<file path="src/rtl/instr_encoder_loader_pkg.sv">
// rtl/instr_encoder_loader_pkg.sv - RV32I encoding constants, mnemonic and loader state types
package instr_encoder_loader_pkg;

    // Opcodes of the formats the loader can produce
    localparam logic [6:0] OP_R      = 7'b0110011;
    localparam logic [6:0] OP_LOAD   = 7'b0000011;
    localparam logic [6:0] OP_IMM    = 7'b0010011;
    localparam logic [6:0] OP_STORE  = 7'b0100011;
    localparam logic [6:0] OP_BRANCH = 7'b1100011;

    localparam logic [2:0] F3_ADD_SUB = 3'b000;
    localparam logic [2:0] F3_SLT     = 3'b010;
    localparam logic [2:0] F3_OR      = 3'b110;
    localparam logic [2:0] F3_AND     = 3'b111;
    localparam logic [2:0] F3_LW      = 3'b010;
    localparam logic [2:0] F3_ADDI    = 3'b000;
    localparam logic [2:0] F3_SW      = 3'b010;
    localparam logic [2:0] F3_BEQ     = 3'b000;

    localparam logic [6:0] F7_BASE = 7'b0000000;
    localparam logic [6:0] F7_SUB  = 7'b0100000;

    // addi x0,x0,0 stands in for any rejected bundle so the program keeps its layout
    localparam logic [31:0] NOP_WORD = 32'h00000013;

    // Mnemonic codes shared with the decoder's alu_control table; 9-15 are illegal
    typedef enum logic [3:0] {
        MN_ADD  = 4'd0,
        MN_SUB  = 4'd1,
        MN_AND  = 4'd2,
        MN_OR   = 4'd3,
        MN_SLT  = 4'd4,
        MN_LW   = 4'd5,
        MN_ADDI = 4'd6,
        MN_SW   = 4'd7,
        MN_BEQ  = 4'd8
    } mnem_e;

    typedef enum logic [1:0] {
        ST_IDLE = 2'd0,
        ST_LOAD = 2'd1,
        ST_DONE = 2'd2
    } state_e;

    // A 13-bit operand fits a 12-bit signed I/S immediate when its top two bits agree
    function automatic logic imm12_fits(input logic [12:0] imm);
        return imm[12] == imm[11];
    endfunction

endpackage

</file>
<file path="src/rtl/instr_encoder_loader_if.sv">
// rtl/instr_encoder_loader_if.sv - operand bundle stream in, imem write bus out
interface instr_encoder_loader_if #(
    parameter int AW = 6
);
    logic          in_valid;
    logic          in_ready;
    logic          in_last;
    logic [3:0]    in_mnem;
    logic [4:0]    in_rd;
    logic [4:0]    in_rs1;
    logic [4:0]    in_rs2;
    logic [12:0]   in_imm;
    logic          imem_we;
    logic [AW-1:0] imem_addr;
    logic [31:0]   imem_wdata;

    modport master (
        output in_valid, in_last, in_mnem, in_rd, in_rs1, in_rs2, in_imm,
        input  in_ready, imem_we, imem_addr, imem_wdata
    );

    modport slave (
        input  in_valid, in_last, in_mnem, in_rd, in_rs1, in_rs2, in_imm,
        output in_ready, imem_we, imem_addr, imem_wdata
    );
endinterface

</file>
<file path="src/rtl/instr_encoder_loader_encode.sv">
// rtl/instr_encoder_loader_encode.sv - combinational operand fields to RV32I word
module instr_encoder_loader_encode
    import instr_encoder_loader_pkg::*;
(
    input  logic [3:0]  mnem,
    input  logic [4:0]  rd,
    input  logic [4:0]  rs1,
    input  logic [4:0]  rs2,
    input  logic [12:0] imm,
    output logic [31:0] word,
    output logic        bad
);

    // Assemble the word per format; anything unencodable becomes NOP and flags bad
    always_comb begin
        word = NOP_WORD;
        bad  = 1'b0;
        case (mnem)
            MN_ADD:  word = {F7_BASE, rs2, rs1, F3_ADD_SUB, rd, OP_R};
            MN_SUB:  word = {F7_SUB,  rs2, rs1, F3_ADD_SUB, rd, OP_R};
            MN_AND:  word = {F7_BASE, rs2, rs1, F3_AND,     rd, OP_R};
            MN_OR:   word = {F7_BASE, rs2, rs1, F3_OR,      rd, OP_R};
            MN_SLT:  word = {F7_BASE, rs2, rs1, F3_SLT,     rd, OP_R};
            MN_LW: begin
                if (imm12_fits(imm)) word = {imm[11:0], rs1, F3_LW, rd, OP_LOAD};
                else                 bad  = 1'b1;
            end
            MN_ADDI: begin
                if (imm12_fits(imm)) word = {imm[11:0], rs1, F3_ADDI, rd, OP_IMM};
                else                 bad  = 1'b1;
            end
            MN_SW: begin
                if (imm12_fits(imm)) word = {imm[11:5], rs2, rs1, F3_SW, imm[4:0], OP_STORE};
                else                 bad  = 1'b1;
            end
            MN_BEQ: begin
                // Branch offsets are halfword aligned; an odd offset cannot be encoded
                if (!imm[0]) word = {imm[12], imm[10:5], rs2, rs1, F3_BEQ, imm[4:1], imm[11], OP_BRANCH};
                else         bad  = 1'b1;
            end
            default: bad = 1'b1;
        endcase
    end

endmodule

</file>
<file path="src/rtl/instr_encoder_loader.sv">
// rtl/instr_encoder_loader.sv - encodes operand bundles and loads them sequentially into imem
module instr_encoder_loader
    import instr_encoder_loader_pkg::*;
#(
    parameter int DEPTH = 64,
    parameter int AW    = $clog2(DEPTH)
) (
    input  logic                  clk,
    input  logic                  rst_n,
    input  logic                  start,
    instr_encoder_loader_if.slave bus,
    output logic                  cpu_run,
    output logic                  err,
    output logic [AW:0]           count
);

    localparam logic [AW:0] DEPTH_C = (AW+1)'(DEPTH);

    state_e        state_q, state_d;
    logic [AW:0]   count_q, count_d;
    logic          err_q, err_d;
    logic          cpu_run_q, cpu_run_d;
    logic          imem_we_q, imem_we_d;
    logic [AW-1:0] imem_addr_q, imem_addr_d;
    logic [31:0]   imem_wdata_q, imem_wdata_d;

    logic          full;
    logic          ready;
    logic          take;
    logic [31:0]   enc_word;
    logic          enc_bad;

    instr_encoder_loader_encode u_encode (
        .mnem (bus.in_mnem),
        .rd   (bus.in_rd),
        .rs1  (bus.in_rs1),
        .rs2  (bus.in_rs2),
        .imm  (bus.in_imm),
        .word (enc_word),
        .bad  (enc_bad)
    );

    assign full = (count_q >= DEPTH_C);
    // start wins over a simultaneous handshake: that bundle is dropped
    assign take = bus.in_valid && ready && !start;

    // State register and all registered datapath outputs
    always_ff @(posedge clk) begin
        if (!rst_n) begin
            state_q      <= ST_IDLE;
            count_q      <= '0;
            err_q        <= 1'b0;
            cpu_run_q    <= 1'b0;
            imem_we_q    <= 1'b0;
            imem_addr_q  <= '0;
            imem_wdata_q <= '0;
        end else begin
            state_q      <= state_d;
            count_q      <= count_d;
            err_q        <= err_d;
            cpu_run_q    <= cpu_run_d;
            imem_we_q    <= imem_we_d;
            imem_addr_q  <= imem_addr_d;
            imem_wdata_q <= imem_wdata_d;
        end
    end

    // Next state: start (re)enters LOAD from anywhere, last accepted bundle ends the load
    always_comb begin
        state_d = state_q;
        if (start) begin
            state_d = ST_LOAD;
        end else begin
            case (state_q)
                ST_LOAD: if (take && bus.in_last) state_d = ST_DONE;
                default: state_d = state_q;
            endcase
        end
    end

    // FSM outputs: accept only while loading and imem still has room
    always_comb begin
        ready = (state_q == ST_LOAD) && !full;
    end

    // Write stage, word counter, sticky error and delayed run release
    always_comb begin
        count_d      = count_q;
        err_d        = err_q;
        imem_we_d    = 1'b0;
        imem_addr_d  = imem_addr_q;
        imem_wdata_d = imem_wdata_q;
        // cpu_run follows DONE one cycle late so it rises after the final write is presented
        cpu_run_d    = (state_q == ST_DONE) && !start;
        if (start) begin
            count_d = '0;
            err_d   = 1'b0;
        end else if (take) begin
            imem_we_d    = 1'b1;
            imem_addr_d  = count_q[AW-1:0];
            imem_wdata_d = enc_word;
            count_d      = count_q + 1'b1;
            if (enc_bad) err_d = 1'b1;
        end else if ((state_q == ST_LOAD) && full && bus.in_valid) begin
            // Host kept offering words after imem filled: program is truncated
            err_d = 1'b1;
        end
    end

    assign bus.in_ready   = ready;
    assign bus.imem_we    = imem_we_q;
    assign bus.imem_addr  = imem_addr_q;
    assign bus.imem_wdata = imem_wdata_q;
    assign cpu_run        = cpu_run_q;
    assign err            = err_q;
    assign count          = count_q;

endmodule

</file>
<file path="src/flat_wrapper.sv">
// flat-port wrapper written by rule: the top's interface ports become plain ports
module instr_encoder_loader_flat import instr_encoder_loader_pkg::*;
#(
    parameter int DEPTH = 64,
    parameter int AW    = $clog2(DEPTH)
)
  (clk, rst_n, start, cpu_run, err, count, bus_in_valid, bus_in_last, bus_in_mnem, bus_in_rd, bus_in_rs1, bus_in_rs2, bus_in_imm, bus_in_ready, bus_imem_we, bus_imem_addr, bus_imem_wdata);
  instr_encoder_loader_if #(.AW(AW)) bus_i ();
  input  logic clk;
  input  logic rst_n;
  input  logic start;
  output logic cpu_run;
  output logic err;
  output logic [AW:0] count;
  input wire logic [$bits(bus_i.in_valid)-1:0] bus_in_valid;
  input wire logic [$bits(bus_i.in_last)-1:0] bus_in_last;
  input wire logic [$bits(bus_i.in_mnem)-1:0] bus_in_mnem;
  input wire logic [$bits(bus_i.in_rd)-1:0] bus_in_rd;
  input wire logic [$bits(bus_i.in_rs1)-1:0] bus_in_rs1;
  input wire logic [$bits(bus_i.in_rs2)-1:0] bus_in_rs2;
  input wire logic [$bits(bus_i.in_imm)-1:0] bus_in_imm;
  output wire logic [$bits(bus_i.in_ready)-1:0] bus_in_ready;
  output wire logic [$bits(bus_i.imem_we)-1:0] bus_imem_we;
  output wire logic [$bits(bus_i.imem_addr)-1:0] bus_imem_addr;
  output wire logic [$bits(bus_i.imem_wdata)-1:0] bus_imem_wdata;
  assign bus_i.in_valid = bus_in_valid;
  assign bus_i.in_last = bus_in_last;
  assign bus_i.in_mnem = bus_in_mnem;
  assign bus_i.in_rd = bus_in_rd;
  assign bus_i.in_rs1 = bus_in_rs1;
  assign bus_i.in_rs2 = bus_in_rs2;
  assign bus_i.in_imm = bus_in_imm;
  assign bus_in_ready = bus_i.in_ready;
  assign bus_imem_we = bus_i.imem_we;
  assign bus_imem_addr = bus_i.imem_addr;
  assign bus_imem_wdata = bus_i.imem_wdata;
  instr_encoder_loader #(.DEPTH(DEPTH), .AW(AW)) u_core (.clk(clk), .rst_n(rst_n), .start(start), .bus(bus_i), .cpu_run(cpu_run), .err(err), .count(count));
endmodule
</file>
<file path="config.mk">
export PLATFORM = sky130hd
export DESIGN_NAME = instr_encoder_loader_flat
export DESIGN_NICKNAME = d
export VERILOG_FILES = /design/src/rtl/instr_encoder_loader_pkg.sv /design/src/rtl/instr_encoder_loader_if.sv /design/src/rtl/instr_encoder_loader_encode.sv /design/src/rtl/instr_encoder_loader.sv /design/src/flat_wrapper.sv
export SDC_FILE = /design/constraint.sdc
export NUM_CORES = 1
export LEC_CHECK = 0
export ABC_AREA = 1
export BUFFER_PORTS_ARGS = -buffer_cell sky130_fd_sc_hd__buf_4
export CORE_MARGIN = 4
export CORE_UTILIZATION = 40
export DETAILED_ROUTE_END_ITERATION = 6
export PLACE_DENSITY_LB_ADDON = 0.2
export SETUP_SLACK_MARGIN = 0.5
export SLEW_MARGIN = 20
export SYNTH_ARGS = -nofsm -noshare
export SYNTH_HDL_FRONTEND = slang
export SYNTH_HIERARCHICAL = 1
export SYNTH_SLANG_ARGS = --single-unit
</file>
<file path="constraint.sdc">
create_clock -name clk -period 1.51 [get_ports clk]
set_input_delay 0.0755 -clock clk [delete_from_list [all_inputs] [get_ports clk]]
set_output_delay 0.0755 -clock clk [all_outputs]
set_load 0.02 [all_outputs]
</file>
======== After elaboration in Yosys (flattened, before gate mapping) ========
Cells that the tools add are included.
storage, ports and cells
  flip-flop bits (word level) ............. 50
  bits of input ports ..................... 37
  output and inout port bits .............. 49
  logic and storage cells ................. 59
operators by class
  add/sub/neg operators ................... 1
  magnitude comparators ................... 1
  eq/ne operators ......................... 12
  mux-type cells .......................... 15
  bitwise operators ....................... 2
  reduce and logical (&&, ||, !) cells .... 20
operators with widths
  kind                                                                   number
  32-bit case mux with 9 select lines                                    1
  32-bit two-way mux                                                     4
  4-bit by 3-bit equality test with 1-bit output, second input constant  4
  1-bit two-way mux                                                      9
  4-bit by 2-bit equality test with 1-bit output, second input constant  2
  2-bit AND reduction                                                    4
  7-bit by 1-bit adder with 7-bit output, second input constant          1
  7-bit >= comparator, second input constant                             1
  1-bit logical AND                                                      7
  2-bit nonzero test                                                     3
  5-bit OR reduction                                                     1
  4-bit by 1-bit equality test with 1-bit output, second input constant  1
  4-bit equality test, second input constant                             1
  4-bit logical NOT                                                      1
  1-bit case mux with 3 select lines                                     1
  3-bit OR reduction                                                     1
  2-bit by 1-bit equality test with 1-bit output, second input constant  1
  2-bit equality test, second input constant                             1
  1-bit logical NOT                                                      2
  2-bit inequality test, second input constant                           1
  1-bit inverter                                                         2
  2-bit OR reduction                                                     1
  1-bit equality test                                                    1

======== Longest topological paths before layout ========
  depth in word-level cells ............... 9
  depth in mapped cells ................... 10
  gate-level depth less buffers ........... 9

======== Hierarchy ========
Netlist, hierarchy kept.
modules (own cells, without submodules)
  module                       instances  cells each  area each (µm²)  sequential area each (µm²)
  instr_encoder_loader         1          234         1834.3           1001.0
  instr_encoder_loader_encode  1          157         720.7            0.0

======== Worst setup path after synthesis ========
Ideal clock, no wire load.
  path type ............................... register -> register
  from .................................... reg u_core.count_q[6], in the netlist u_core/count[6]
  to ...................................... reg u_core.imem_addr_q[0], in the netlist u_core/bus.imem_addr[0]
  setup time .............................. 0.116 ns
  arrival ................................. 1.067 ns
  required time ........................... 1.394 ns
  setup slack ............................. 0.327 ns
  stages on the path, launching flop included .. 6
  path buffers ............................ 1
  period minus slack after synthesis ...... 1.183 ns
  cells stage by stage .................... dfxtp_1 > inv_1 > nand3_2 > nor2_4 > buf_2 > o211a_1
between the ends
  cells in the longest elaborated chain, start to end .. 6
RTL lines
  element                               line                        text
  start: declaration                    instr_encoder_loader.sv:20  logic [AW:0] count_q, count_d;
  start signal: assignment              instr_encoder_loader.sv:59  count_q <= count_d;
  7-bit >= comparator                   instr_encoder_loader.sv:43  assign full = (count_q >= DEPTH_C);
  1-bit logical NOT                     instr_encoder_loader.sv:83  ready = (state_q == ST_LOAD) && !full;
  1-bit logical AND                     instr_encoder_loader.sv:83
  1-bit logical AND (2 in series)       instr_encoder_loader.sv:45  assign take = bus.in_valid && ready && !start;
  2-bit AND reduction (no source line)  --
  end signal: assignment                instr_encoder_loader.sv:63  imem_addr_q <= imem_addr_d;
  end: declaration                      instr_encoder_loader.sv:24  logic [AW-1:0] imem_addr_q, imem_addr_d;
No other way between the ends.
A chain may end at the register's enable or synchronous reset.

======== Final worst setup path ========
  from .................................... reg u_core.count_q[6], in the netlist u_core/count[6]
  to ...................................... reg u_core.err_q, in the netlist u_core/err
between the ends
  cells in the longest elaborated chain, start to end .. 7
  elaborated cells between the ends (all ways) .. 11
  those cells by class .................... order compare (1); eq/ne (1); mux (1); reduce/logical (8)
RTL lines
  element                                                                              line                        text
  7-bit >= comparator (*)                                                              instr_encoder_loader.sv:43
  1-bit logical NOT                                                                    instr_encoder_loader.sv:83
  1-bit logical AND                                                                    instr_encoder_loader.sv:83
  1-bit logical AND (2 in series)                                                      instr_encoder_loader.sv:45
  2-bit inequality test (no source line) / 2-bit nonzero test (equally long branches)  --
  2-bit AND reduction (no source line)                                                 --
  end signal: assignment                                                               instr_encoder_loader.sv:60  err_q <= err_d;
  end: declaration                                                                     instr_encoder_loader.sv:21  logic err_q, err_d;
Mark *: on every way between the ends. The rest lies on a longest branch, timed or not.

==> reports/qor.txt <==
Cell Rows = 28
Die Wd = 87.9 microns
max cap viols = 0
register area share after synthesis = 39.2%
Worst Path Arrival = 1.46 ns
dpl cells = 543
antenna cells = 0
Filler cells = 592
Clock Skew = 0.00849 ns
Netlist Area Pre-Place = 2550 sq um
P&R area growth vs syn = 43.4%
measured slew at the worst slew-check pin = 0.525 ns
Boundary Pins = 86
final hold vios = 0
fin cells = 564
1st-pass router iterations = 4
Iteration-0 DRC Markers = 155
most common cell after layout, fill and taps aside = buf_4
CP Data Required Time = 1.75 ns
nets = 527
post-DR vias/cell = 5.03
Hold Path Depth = 3
GR met3 Demand/Resource = 4.80%
grt met1 use = 25.2%
crit path launch type = flop
drt wl/cell = 14.2 microns
CTS tree = yes
achievable frequency = 818 MHz
DRC viols = 0
worst skew pair latency = 0.31 ns
HP Start = bus_in_last
RSZ-0062 raised after global routing = true
outcome = complete, no violations
Die Area = 7730 sq um
clock network power share = 30.6%
core area = 6060 sq um
hold_buf cts = 0
worst hold endpoint = u_core/state_q[1]
TritonCTS Sinks = 50
CTS H-tree depth = 2
global routing's busiest layer = met2
reg2reg start = u_core/count[6]
Setup-failing EPs final = 0
crit share post-route = 80.9%
Clock Path Buffers = 2
Total GRT Usage = 19.9%
CTS Buf Count = 5
NetSw = 845 uW
Global Route met2 Usage = 33.5%
DR vias = 2,836
die height = 87.9 microns
Hold Crit Class = in -> reg
final WL = 8.00 mm
vias in the first global route = 2,612
WS Path Type = reg -> reg
IO Port Bufs = 85
Routed Antenna Nets = 0
initial antenna violation count = 0
largest net degree at the start of global routing = 38
CTS clk-pin slew, worst paths = 0.10 ns
Final Max Tran Viols = 0
starting density of the core = 42.2%
total gr overflow = 0
sequential share of power = 49.0%
Peak VDD IR = 531 uV
global-route wire length before repair = 12.1 mm
power per cell area = 773 nW/um^2
cells on worst reg2reg path = 7
most frequent cells in the layout = buf_4 (99), nor2_1 (91), nand2_1 (65), dfxtp_1 (44), inv_1 (32)
Switching Share = 29.8%
LEAKAGE = 1.84 nW
setup_tns = 0 ns
Worst R2R End = u_core/err
crit path from = u_core/count[6]
GPL Wtd Cong = 0.886
Internal Power = 1.99 mW
crit path time final = 1.22 ns
relative slew slack = 64.9%
Mapped Avg Cell Area = 6.53 sq um
CP max FO = 11
hpwl dp = 5.31 mm
synth warn = 6
FF+latch count, synth = 50
count of cell types in the netlist = 28
Mapped Cells = 391
clk root buf = clkbuf_8
CP endpoint kind = flop
slack of the worst reg-to-reg path = 0.29 ns
layout cell share with drive strength beyond 1 = 31.9%
Comb power frac = 20.4%
[how the worst max path moves through the flow]
stage	end	slack (ns)	cells after the start
after CTS	u_core/count[4]	0.32	7
after global placement	u_core/bus.imem_wdata[30]	0.17	11
after floorplan	u_core/count[2]	0.40	8
final	u_core/err	0.29	7
after global routing	u_core/count[2]	0.23	8
after detailed placement	u_core/bus.imem_wdata[30]	0.15	10
[through the flow]
stage	utilization [%]	power [mW]	cell area, sq um	hold WS, ns	setup slack [ns]
floorplan	-	1.71	2580	0.222	0.399
global placement	54.2	1.93	3290	0.355	0.173
detailed placement	54.2	1.93	3290	0.362	0.149
CTS	57.5	2.82	3490	0.0174	0.320
global route	60.4	2.98	3660	0.0187	0.226
finish	60.4	2.83	3660	0.0179	0.288
[worst max-delay path, stage by stage (launching register included)]
cell	delay [ns]
dfxtp_4	0.38
inv_1	0.06
nand3_2	0.07
nor2_4	0.13
buf_6	0.15
clkbuf_16	0.16
nand2_1	0.06
a31oi_1	0.13
[cell type report]
type                    count  area (sq um)  share of cell area, %
flip-flops and latches     50          1020                   27.7
well taps                  75          93.8                   2.56
repair buffers            111           966                   26.4
clock buffers               6          82.6                   2.25
inverters                  35           131                   3.59
clock inverters             2          17.5                  0.478
multi-input cells         285          1360                   37.0
[registers in the layout (all words and copies together) (netlist names)]
signal / count
u_core/state_q: 2
u_core/err: 1
u_core/bus.imem_we: 1
u_core/bus.imem_wdata: 32
u_core/bus.imem_addr: 6
u_core/count: 7
u_core/cpu_run: 1
[metal layers]
layer  part of all wire (%)  up-vias
met5                      0        -
met1                     45     1289
met4                    1.2        0
met3                    7.2        8
li1                       -     1442
met2                     46       97
[cells by family after synthesis]
logic type                 after synthesis  synth area share, %
AOI/OAI and AO/OA                       56                 11.6
and+or+nand+nor                        223                 37.7
DFF                                     50                 39.2
other                                    2                0.294
buffers and inverters                   58                 10.3
adders and majority gates                2                0.979
[power by group through the flow]
stage / clock network [mW] / registers, mW / logic, mW
2_1_floorplan: 0 / 1.47 / 0.238
3_3_place_gp: 0 / 1.42 / 0.510
3_5_place_dp: 0 / 1.42 / 0.515
4_1_cts: 0.891 / 1.39 / 0.539
5_1_grt: 0.949 / 1.40 / 0.631
6_report: 0.868 / 1.39 / 0.577
[Yosys cell counts (all sizes together)]
library cell | number | share of area [%]
inv | 35 | 5.1
nand2 | 73 | 11
nand4 | 16 | 3.9
dfxtp | 50 | 39
buf | 19 | 4.6
nor3 | 5 | 1.2
a31oi | 1 | 0.25
clkbuf | 4 | 0.59
o21ai | 42 | 8.4
conb | 2 | 0.29
nand3 | 27 | 5.7
o31ai | 1 | 0.29
o21a | 1 | 0.29
a21oi | 10 | 2.0
ha | 2 | 0.98
o211a | 1 | 0.39
nor2 | 102 | 16
[what timing repair did]
| item | CTS | global route |
|---|---|---|
| endpoints found under the setup margin | 49 | 51 |
| setup buffers | 4 | 4 |
| gates cloned | 1 | 4 |
| pin swaps | 2 | 12 |
| resized for setup | 14 | 31 |
Power figures use the tool's default switching activity.
